$ cat src/rtl/alu_pkg.sv
// Shared types and constants for the ALU execution unit: operation encoding,
// main-decoder ALUOp values and the execution FSM states.
package alu_pkg;

  typedef enum logic [3:0] {
    ADD    = 4'd0,
    SUB    = 4'd1,
    AND    = 4'd2,
    OR     = 4'd3,
    XOR    = 4'd4,
    SLT    = 4'd5,
    SLTU   = 4'd6,
    SLL    = 4'd7,
    SRL    = 4'd8,
    SRA    = 4'd9,
    PASS_B = 4'd10
  } alu_ctrl_t;

  localparam logic [1:0] ALUOP_ADD   = 2'b00;
  localparam logic [1:0] ALUOP_SUB   = 2'b01;
  localparam logic [1:0] ALUOP_FUNCT = 2'b10;
  localparam logic [1:0] ALUOP_PASSB = 2'b11;

  typedef enum logic {
    IDLE  = 1'b0,
    SHIFT = 1'b1
  } exec_state_t;

  function automatic logic is_shift(input alu_ctrl_t ctrl);
    return (ctrl == SLL) || (ctrl == SRL) || (ctrl == SRA);
  endfunction

endpackage

$ cat src/rtl/alu_ctrl_dec.sv
// Combinational ALU control decoder: ALUOp/opcode bit 5/funct3/funct7 bit 5
// to the RV32I ALU operation.
module alu_ctrl_dec
  import alu_pkg::*;
(
  input  logic [1:0] alu_op,
  input  logic       op5,
  input  logic [2:0] funct3,
  input  logic       funct7_5,
  output alu_ctrl_t  alu_ctrl_c
);

  always_comb begin
    alu_ctrl_c = ADD;
    case (alu_op)
      ALUOP_ADD:   alu_ctrl_c = ADD;
      ALUOP_SUB:   alu_ctrl_c = SUB;
      ALUOP_PASSB: alu_ctrl_c = PASS_B;
      default: begin
        case (funct3)
          // only R-type (op5=1) can select SUB; ADDI ignores funct7
          3'b000:  alu_ctrl_c = (op5 && funct7_5) ? SUB : ADD;
          3'b001:  alu_ctrl_c = SLL;
          3'b010:  alu_ctrl_c = SLT;
          3'b011:  alu_ctrl_c = SLTU;
          3'b100:  alu_ctrl_c = XOR;
          3'b101:  alu_ctrl_c = funct7_5 ? SRA : SRL;
          3'b110:  alu_ctrl_c = OR;
          default: alu_ctrl_c = AND;
        endcase
      end
    endcase
  end

endmodule

$ cat src/rtl/alu_exec_unit.sv
// RV32I ALU execution unit: decodes and executes one operation per request and
// holds the result behind a valid/ready handshake; optional bit-serial shifter.
module alu_exec_unit
  import alu_pkg::*;
#(
  parameter int unsigned XLEN       = 32,
  parameter int unsigned SHIFT_ITER = 0,
  parameter int unsigned SHAMT_W    = $clog2(XLEN)
) (
  input  logic            clk,
  input  logic            rst_n,
  input  logic            in_valid,
  output logic            in_ready,
  input  logic [1:0]      alu_op,
  input  logic            op5,
  input  logic [2:0]      funct3,
  input  logic            funct7_5,
  input  logic [XLEN-1:0] src_a,
  input  logic [XLEN-1:0] src_b,
  output logic            out_valid,
  input  logic            out_ready,
  output logic [XLEN-1:0] result,
  output logic            zero,
  output logic            busy
);

  localparam bit ITER = (SHIFT_ITER != 0);

  exec_state_t        state_q, state_d;
  logic               out_valid_q, out_valid_d;
  logic [XLEN-1:0]    result_q, result_d;
  logic               zero_q, zero_d;
  logic [XLEN-1:0]    sh_val_q, sh_val_d;
  logic [SHAMT_W-1:0] sh_cnt_q, sh_cnt_d;
  alu_ctrl_t          sh_op_q, sh_op_d;

  alu_ctrl_t          ctrl_c;
  logic [SHAMT_W-1:0] shamt_c;
  logic [XLEN-1:0]    exec_c;
  logic [XLEN-1:0]    sh_step_c;
  logic               accept_c;
  logic               iter_start_c;

  alu_ctrl_dec u_dec (
    .alu_op     (alu_op),
    .op5        (op5),
    .funct3     (funct3),
    .funct7_5   (funct7_5),
    .alu_ctrl_c (ctrl_c)
  );

  assign shamt_c      = src_b[SHAMT_W-1:0];
  // gating with rst_n keeps the unit from advertising readiness while held in reset
  assign in_ready     = rst_n && (state_q == IDLE) && (!out_valid_q || out_ready);
  assign accept_c     = in_valid && in_ready;
  assign iter_start_c = ITER && accept_c && is_shift(ctrl_c) && (shamt_c != '0);

  // Single-cycle datapath
  always_comb begin
    exec_c = src_b;
    case (ctrl_c)
      ADD:     exec_c = src_a + src_b;
      SUB:     exec_c = src_a - src_b;
      AND:     exec_c = src_a & src_b;
      OR:      exec_c = src_a | src_b;
      XOR:     exec_c = src_a ^ src_b;
      SLT:     exec_c = XLEN'($signed(src_a) < $signed(src_b));
      SLTU:    exec_c = XLEN'(src_a < src_b);
      SLL:     exec_c = src_a << shamt_c;
      SRL:     exec_c = src_a >> shamt_c;
      SRA:     exec_c = XLEN'($signed(src_a) >>> shamt_c);
      default: exec_c = src_b;
    endcase
  end

  // One-bit shift step; SRA replicates the MSB, which is the original sign bit
  always_comb begin
    sh_step_c = sh_val_q;
    case (sh_op_q)
      SLL:     sh_step_c = {sh_val_q[XLEN-2:0], 1'b0};
      SRL:     sh_step_c = {1'b0, sh_val_q[XLEN-1:1]};
      default: sh_step_c = {sh_val_q[XLEN-1], sh_val_q[XLEN-1:1]};
    endcase
  end

  // Next state, result register and shifter control
  always_comb begin
    state_d     = state_q;
    out_valid_d = out_valid_q;
    result_d    = result_q;
    zero_d      = zero_q;
    sh_val_d    = sh_val_q;
    sh_cnt_d    = sh_cnt_q;
    sh_op_d     = sh_op_q;

    if (out_valid_q && out_ready) begin
      out_valid_d = 1'b0;
    end

    case (state_q)
      IDLE: begin
        if (iter_start_c) begin
          state_d  = SHIFT;
          sh_val_d = src_a;
          sh_cnt_d = shamt_c;
          sh_op_d  = ctrl_c;
        end else if (accept_c) begin
          out_valid_d = 1'b1;
          result_d    = exec_c;
          zero_d      = (exec_c == '0);
        end
      end
      SHIFT: begin
        sh_val_d = sh_step_c;
        sh_cnt_d = sh_cnt_q - SHAMT_W'(1);
        if (sh_cnt_q == SHAMT_W'(1)) begin
          state_d     = IDLE;
          out_valid_d = 1'b1;
          result_d    = sh_step_c;
          zero_d      = (sh_step_c == '0);
        end
      end
      default: state_d = IDLE;
    endcase
  end

  always_ff @(posedge clk or negedge rst_n) begin
    if (!rst_n) begin
      state_q     <= IDLE;
      out_valid_q <= 1'b0;
      result_q    <= '0;
      zero_q      <= 1'b0;
      sh_val_q    <= '0;
      sh_cnt_q    <= '0;
      sh_op_q     <= SLL;
    end else begin
      state_q     <= state_d;
      out_valid_q <= out_valid_d;
      result_q    <= result_d;
      zero_q      <= zero_d;
      sh_val_q    <= sh_val_d;
      sh_cnt_q    <= sh_cnt_d;
      sh_op_q     <= sh_op_d;
    end
  end

  assign out_valid = out_valid_q;
  assign result    = result_q;
  assign zero      = zero_q;
  assign busy      = (state_q == SHIFT);

endmodule

$ cat config.mk
export PLATFORM = sky130hd
export DESIGN_NAME = alu_exec_unit
export DESIGN_NICKNAME = d
export VERILOG_FILES = /design/src/rtl/alu_pkg.sv /design/src/rtl/alu_ctrl_dec.sv /design/src/rtl/alu_exec_unit.sv
export SDC_FILE = /design/constraint.sdc
export NUM_CORES = 1
export LEC_CHECK = 0
export ABC_AREA = 1
export CORE_ASPECT_RATIO = 1.4
export CORE_MARGIN = 2
export CORE_UTILIZATION = 51
export CTS_CLUSTER_SIZE = 20
export DETAILED_ROUTE_END_ITERATION = 7
export GPL_TIMING_DRIVEN = 1
export MAX_ROUTING_LAYER = met4
export PLACE_DENSITY = 0.72
export SLEW_MARGIN = 10
export SYNTH_ARGS = -nofsm -noshare
export SYNTH_HDL_FRONTEND = slang
export SYNTH_SLANG_ARGS = --single-unit
$ cat constraint.sdc
create_clock -name clk -period 2.1 [get_ports clk]
set_clock_uncertainty 0.05 [all_clocks]
set_input_delay 0.42 -clock clk [delete_from_list [all_inputs] [get_ports clk]]
set_output_delay 0.42 -clock clk [all_outputs]
set_load 0.03 [all_outputs]
==> results of run 1 <==
## cell families after synthesis
group / count (synthesis) / synth area share, %
buf+inv: 504 / 15.0
flops: 40 / 7.67
compound gates: 135 / 5.41
xor+xnor: 23 / 1.54
simple gates: 1868 / 60.3
fa+ha+maj: 104 / 10.1
## stage by stage
step	hold WS [ns]	setup TNS (ns)
2_1_floorplan	0.0744	-3.26
3_3_place_gp	0.409	-37.99
3_5_place_dp	0.432	-40.93
4_1_cts	0.159	-4.20
## cells in the mapped netlist
library cell and count:
nand4_4 1, inv_1 371, clkbuf_1 65, nand3_2 3, a31oi_1 1, o21ai_0 66
o21ai_1 3, o21bai_1 2, buf_4 6, nor3_1 22, nor2_1 316, and2_1 6
nand2_1 966, nor2_4 1, nand2_2 1, buf_2 32, nor2_2 1, xnor2_1 1
nor4_1 1, or2_2 8, nand3b_1 1, nand3_1 502, and3_1 2, clkinv_1 3
ha_1 102, nand4_1 35, buf_1 16, dfrtp_1 40, xor2_1 22, fa_1 2
a31oi_2 1, o211ai_1 7, buf_6 1, nand4_2 2, inv_2 10, a21oi_1 55
## timing repair
action | CTS
setup endpoints to repair | 33
hold endpoints to repair | 0
gates cloned | 1
gates resized for setup | 1153
setup buffers | 108
pin swaps | 288
hold buffers | 0
## routing by layer
| layer | overflow | global-route usage, % |
|---|---|---|
| met1 | 0 | 74.3 |
| met2 | 114 | 96.9 |
| met3 | 6 | 54.5 |
| met4 | 66 | 85.3 |
| met5 | - | - |
==> flow_metrics.tcl, run 1 <==
set metrics [dict create \
    netlist.area_leader.share_pct 27.8 \
    cts-htree-levels 2 \
    detailed_place.area_um2 18500 \
    grt_pass1_vias 27100 \
    synth.yosys.warnings 0 \
    tritoncts_num_sinks 40 \
    die_width_um 139 \
    die_outline_height_um 193 \
    port_buffers 110 \
    maximum_number_of_pins_on_one_net_before_global_route_repair 41 \
    syn_area_per_cell_um2 4.88 \
    lastStage "global routing" \
    dp.final_hpwl_um 58800 \
    clockBufferDepth 2 \
    number_of_synthesized_register_bits 40 \
    yosysSeqAreaShare_pct 7.67 \
    grt_first_pass_wirelength_um 162000 \
    synthCells 2674 \
    gpl_wtd_cong 1.17 \
    floorplan.initialDensity_pct 51.6 \
    dpl_worst_slack_ns -1.68 \
    postSynthNetCount 2853 \
    global_route.overflow_total 186 \
    dp_cells 3527 \
    syn_area_um2 13100 \
    floorplan.io_pins 111 \
    number_of_buffers_inserted_during_clock_tree_synthesis 5 \
    grt.total_usage_pct 78.2 \
    run_status "aborted with a tool error" \
    cts.root.buffer_cell "clkbuf_16" \
    synthTopCellsByArea "nand2_1, nand3_1, inv_1" \
    cell_type_with_the_highest_aggregate_area_in_the_netlist "nand2_1" \
    rows 69 \
    synth.distinct_cells 36 \
    flow.first_error "[ERROR GRT-0116] Global routing finished with congestion. Check the congestion regions in the DRC Viewer." \
]
==> inputs of run 2 (changes only) <==
CORE_ASPECT_RATIO = not set   (was 1.4)
CORE_UTILIZATION = 36   (was 51)
CTS_CLUSTER_SIZE = not set   (was 20)
MAX_ROUTING_LAYER = not set   (was met4)
PLACE_DENSITY = not set   (was 0.72)
PLACE_DENSITY_LB_ADDON = 0.15   (was not set)
==> flow_metrics.tcl, run 2 <==
set metrics [dict create \
    area_fraction_in_and_or_nand_and_nor_cells_after_synthesis_pct 60.3 \
    gpl_wtd_cong 1.04 \
    synthTopCellsByArea "nand2_1, nand3_1, inv_1" \
    cell_type_with_the_highest_aggregate_area_in_the_netlist "nand2_1" \
    port_buffers 110 \
    drt_first_iter_violations 2129 \
    avgViaCountPerCell 5.49 \
    worstHoldPathType "in2async" \
    yosysSeqAreaShare_pct 7.67 \
    hold_slack_ns 0.163 \
    die_width_um 194 \
    final.fill_count 3205 \
    min_period_over_period_pct 132 \
    timing.critical_path.fanout_max 5 \
    number_of_synthesized_register_bits 40 \
    mostFrequentLayoutCells "nand2_1, buf_4, nand3_1" \
    cellPowerDensity_nw_per_um2 392 \
    dr.pass1.iters 8 \
    setup_viol 33 \
    synth.distinct_cells 36 \
    detailroute.wirelength.met2_um 37600 \
    syn_area_um2 13100 \
    synth_compound_gate_area_share_pct 5.41 \
    fp.coreArea_um2 35700 \
    clockBufferDepth 2 \
    global_route.overflow_total 0 \
    synth_common_cells "nand2_1, nand3_1, inv_1" \
    adder_cell_share_of_the_synthesized_area_pct 10.1 \
    clk_pin_slew_ns 0.06 \
    grt_setup_unrepaired "yes" \
    synthCells 2674 \
    synth.yosys.warnings 0 \
    dp_cells 3690 \
    grt_first_pass_wirelength_um 117000 \
    detailed_place.area_um2 18900 \
    wirelength_met1_um 31100 \
    muxShareOfSynthArea_pct 0 \
    multiInputGateArea_um2 13500 \
    antenna_violating_nets_post_route 0 \
    timing.critical_path.required_ns 2.26 \
    insertedDiodeCount 0 \
    synthXorXnorAreaFrac_pct 1.54 \
    start_kind "input port" \
    floorplan.io_pins 111 \
    synth_ff_type "dfrtp_1" \
    ff2ff_path_depth 6 \
    largest_register_ffs 32 \
    postSynthNetCount 2853 \
    main_combinational_cell_family_by_area_after_synthesis "simple AND/OR/NAND/NOR gates" \
    tritoncts_num_sinks 40 \
    dp.final_hpwl_um 62600 \
    asyncSetResetFlopFracSynth_pct 100 \
    critical_path_arrival_ns 2.94 \
    failed_checks "design-rule violations, negative setup slack" \
    post_route_cells_drive_above_1_share_pct 48.1 \
    number_of_buffers_inserted_during_clock_tree_synthesis 5 \
    yosysMostFrequentCell "nand2_1" \
    cts.root.buffer_cell "clkbuf_16" \
    area.sequential_um2 1000 \
    p_leak_nw 12.9 \
    post-route-drc-count 2 \
    setup_slack_ns -0.681 \
    layoutNonFillerInstCount 3828 \
    regToRegSetupSlack_ns 0.49 \
    finalWorstPathRequiredPeriod_ns 2.78 \
    wl_met3_um 7090 \
    rows 69 \
    average_wire_length_per_cell_after_detail_routing_um 21.2 \
    finalHoldViolations 0 \
    grt.total_usage_pct 40.4 \
    fmaxAchievable_mhz 360 \
    detail_route.wirelength_um 81300 \
    dieArea_um2 37800 \
    maximum_number_of_pins_on_one_net_before_global_route_repair 54 \
    worstSetupEndpointType "register" \
    cts_tree "built" \
    cts-htree-levels 2 \
    max-vdd-ir-drop_mv 0.515 \
    rr_startpoint "sh_cnt_q[1]" \
    clock_insertion_delay_worst_skew_ns 0.28 \
    final_area_um2 24100 \
    run_status "finished, violations left" \
    cts_hold_repair.buffers 0 \
    finalMaxSlewViolations 0 \
    max_cap_violations 0 \
    mostFrequentLayoutCell "nand2_1" \
    area.growth.synth_to_final_pct 84.7 \
    relSlewSlack_pct 53.5 \
    synth_edf_count 0 \
    syn_area_per_cell_um2 4.88 \
    vias 21000 \
    top_layer_in_use "met4" \
    grt_antenna_before_repair 0 \
    floorplan.initialDensity_pct 36.6 \
    grt_pass1_vias 20400 \
    netlist.area_leader.share_pct 27.8 \
    r2r_end "result[17]" \
    tightestPinTransition_ns 0.698 \
    crit_type "in2reg" \
    finish.net_count 3546 \
    die_outline_height_um 194 \
]
==> run 2: cell counts after synthesis <==
No cell type changed its count.
==> run 2: worst max path at each step <==
stage,endpoint,cells after the start,slack (ns),start
2_1_floorplan,zero,22,-0.49,src_b[1]
3_3_place_gp,zero,21,-1.68,src_a[10]
3_5_place_dp,zero,21,-1.75,src_a[10]
4_1_cts,zero,20,-0.54,src_b[0]
5_1_grt,zero,22,-0.78,funct3[1]
6_report,zero,22,-0.68,funct3[1]
==> run 2: layout make-up <==
type	count	share of cell area (%)
inverter	384	6.72
timing repair buffer	806	29.9
multi-input combinational	2130	56.1
clock inverter	2	0.249
tap	461	2.39
sequential	40	4.15
clock buffer	5	0.519
==> run 2: cells by family after synthesis <==
| group | Yosys count |
|---|---|
| xor gates and xnor gates | 23 |
| adders and majority gates | 104 |
| buffers and inverters | 504 |
| and+or+nand+nor | 1868 |
| DFF | 40 |
| AOI/OAI and AO/OA | 135 |
==> run 2: layer usage <==
| layer | global-route usage (%) | up-vias |
|---|---|---|
| met2 | 69.7 | 1080 |
| li1 | - | 9774 |
| met3 | 7.43 | 281 |
| met4 | 18.7 | 0 |
| met5 | 0 | - |
| met1 | 48.7 | 9870 |
==> run 2: power by group <==
| group | leakage, nW | internal, mW | switching (mW) | total (mW) |
|---|---|---|---|---|
| Combinational | 12.3 | 3.24 | 4.22 | 7.46 |
| Sequential | 0.516 | 0.917 | 0.0900 | 1.01 |
| Clock | 0.0899 | 0.674 | 0.308 | 0.982 |
| Total | 12.9 | 4.83 | 4.62 | 9.45 |
==> run 2: timing repair <==
item,CTS,global route
pin swaps,288,254
endpoints found under the setup margin,33,33
resized for setup,1011,510
gates cloned,3,3
buffers inserted,96,48
==> run 2: critical path, cell delays in order <==
cell and delay, ns:
buf_12 0.11, nor2_4 0.09, nand2_2 0.08, nor2_2 0.10, nor2_2 0.05, nand2_2 0.12, nand2_4 0.09, buf_12 0.14
buf_4 0.12, buf_4 0.14, nand4_1 0.07, nand3_1 0.22, nand2_2 0.22, nand3_1 0.11, nor2_2 0.15, buf_6 0.14
nand2_2 0.06, nor2_2 0.09, nand2_1 0.07, nor2_2 0.15, nand2_1 0.08, a21oi_2 0.11
==> run 2: through the flow <==
step | setup TNS [ns] | total power, mW | util, % | worst slack, ns
after CTS | -8.28 | 8.59 | 62.2 | -0.545
after global placement | -39.73 | 6.52 | 53.0 | -1.68
after detailed placement | -40.89 | 6.53 | 53.0 | -1.75
after floorplan | -3.26 | 3.69 | - | -0.492
final | -9.15 | 9.45 | 67.6 | -0.681
after global routing | -11.27 | 9.92 | 67.6 | -0.785
Power figures use the tool's default switching activity.
==> inputs of run 3 (changes only) <==
MAX_ROUTING_LAYER = met4   (was not set)
==> flow_metrics.tcl, run 3 (synthesis results as in run 2) <==
set metrics [dict create \
    grt.total_usage_pct 41.6 \
    max_cap_violations 0 \
    vias 21600 \
    clk_pin_slew_ns 0.06 \
    dieArea_um2 37800 \
    cts_hold_repair.buffers 0 \
    start_kind "input port" \
    dp.final_hpwl_um 63200 \
    totalNegativeSetupSlack_ns -9.85 \
    clock_insertion_delay_worst_skew_ns 0.29 \
    post_route_cells_drive_above_1_share_pct 49.4 \
    fmaxAchievable_mhz 357 \
    clockBufferDepth 2 \
    die_width_um 194 \
    tritoncts_num_sinks 40 \
    relSlewSlack_pct 52.6 \
    maximum_number_of_pins_on_one_net_before_global_route_repair 54 \
    finalMaxSlewViolations 0 \
    port_buffers 110 \
    detail_route.wirelength_um 82800 \
    post-route-util_pct 70.0 \
    timing.critical_path.fanout_max 11 \
    number_of_buffers_inserted_during_clock_tree_synthesis 5 \
    setup_viol 33 \
    grt_antenna_before_repair 1 \
    grt_pass1_vias 20400 \
    antenna_violating_nets_post_route 0 \
    failed_checks "design-rule violations, negative setup slack" \
    grt_first_pass_wirelength_um 117000 \
    floorplan.io_pins 111 \
    avgViaCountPerCell 5.56 \
    tightestPinTransition_ns 0.711 \
    ff2ff_path_depth 7 \
    fp.coreArea_um2 35700 \
    regToRegSetupSlack_ns 0.46 \
    cts_tree "built" \
    mostFrequentLayoutCells "nand2_1, buf_4, nand3_1" \
    floorplan.initialDensity_pct 36.6 \
    grt_setup_unrepaired "yes" \
    global_route.overflow_total 0 \
    crit_type "in2reg" \
    hold_slack_ns 0.164 \
    area.growth.synth_to_final_pct 91.1 \
    die_outline_height_um 194 \
    cts.root.buffer_cell "clkbuf_16" \
    r2r_end "result[17]" \
    average_wire_length_per_cell_after_detail_routing_um 21.3 \
    p_leak_nw 13.3 \
    cts-htree-levels 2 \
    finish.net_count 3602 \
    post-route-drc-count 2 \
    critical_path_arrival_ns 2.97 \
    drt_first_iter_violations 2246 \
    setup_slack_ns -0.702 \
    worstHoldPathType "in2async" \
    cellPowerDensity_nw_per_um2 382 \
    finalHoldViolations 0 \
    largest_register_ffs 32 \
    run_status "finished, violations left" \
    max-vdd-ir-drop_mv 0.454 \
    worstSetupEndpointType "register" \
    rows 69 \
    finalWorstPathRequiredPeriod_ns 2.80 \
    mostFrequentLayoutCell "nand2_1" \
    timing.critical_path.required_ns 2.26 \
    gpl_wtd_cong 1.12 \
    min_period_over_period_pct 133 \
    rr_startpoint "busy" \
    dr.pass1.iters 8 \
]
==> run 3: layout make-up <==
type                    instances  area (um^2)
inverters                     384         1620
multi-input cells            2130        13900
diodes                          2         5.00
repair buffers                861         7720
fillers                      3045        10700
flip-flops and latches         40         1000
repair inverters                1         8.76
well taps                     461          577
clock buffers                   8          146
==> run 3: worst max path at each step <==
stage | from | end
6_report | src_b[0] | zero
5_1_grt | src_b[0] | zero
4_1_cts | src_b[6] | zero
3_5_place_dp | src_a[8] | zero
3_3_place_gp | src_a[8] | zero
2_1_floorplan | src_b[1] | zero
==> run 3: metal layers <==
metal / part of all wire, % / vias to the layer above / GRT usage [%]
li1: - / 9879 / -
met1: 38 / 10200 / 48.5
met2: 47 / 1138 / 68.8
met3: 8.4 / 368 / 6.07
met4: 7.4 / 0 / 22.7
met5: 0 / - / -
==> run 3: report_power, final <==
part / switching [mW] / internal [mW]
sequential: 0.0949 / 0.917
clock: 0.305 / 0.474
combinational: 4.35 / 3.39
total: 4.75 / 4.78
==> run 3: critical path: stages <==
cell     delay, ns
buf_12        0.13
inv_2         0.07
buf_12        0.14
buf_12        0.14
buf_4         0.12
nand2_1       0.05
buf_4         0.13
nand3_1       0.13
nand3_2       0.15
nand3_1       0.12
nand3_1       0.08
nand3_1       0.13
nand2_1       0.18
nor2_1        0.27
nand3_4       0.12
nor2_1        0.13
nand2_1       0.06
inv_1         0.05
nand2_1       0.05
nor2_1        0.09
nand2_1       0.06
a21oi_1       0.13
==> run 3: what timing repair did <==
item / CTS / global route
gates cloned: 3 / 1
setup endpoints to repair: 33 / 33
pin swaps: 194 / 313
endpoints found under the hold margin: 0 / 0
setup buffers: 105 / 74
resized for setup: 980 / 638
==> run 3: through the flow <==
stage	std cells	setup WS [ns]	total power, mW	cell area [um^2]
CTS	3829	-0.583	8.40	22400
floorplan	2674	-0.492	3.69	13400
finish	3887	-0.702	9.53	24900
global route	3887	-0.833	9.95	24900
detailed placement	3718	-1.70	6.51	19000
global placement	3718	-1.74	6.49	19000
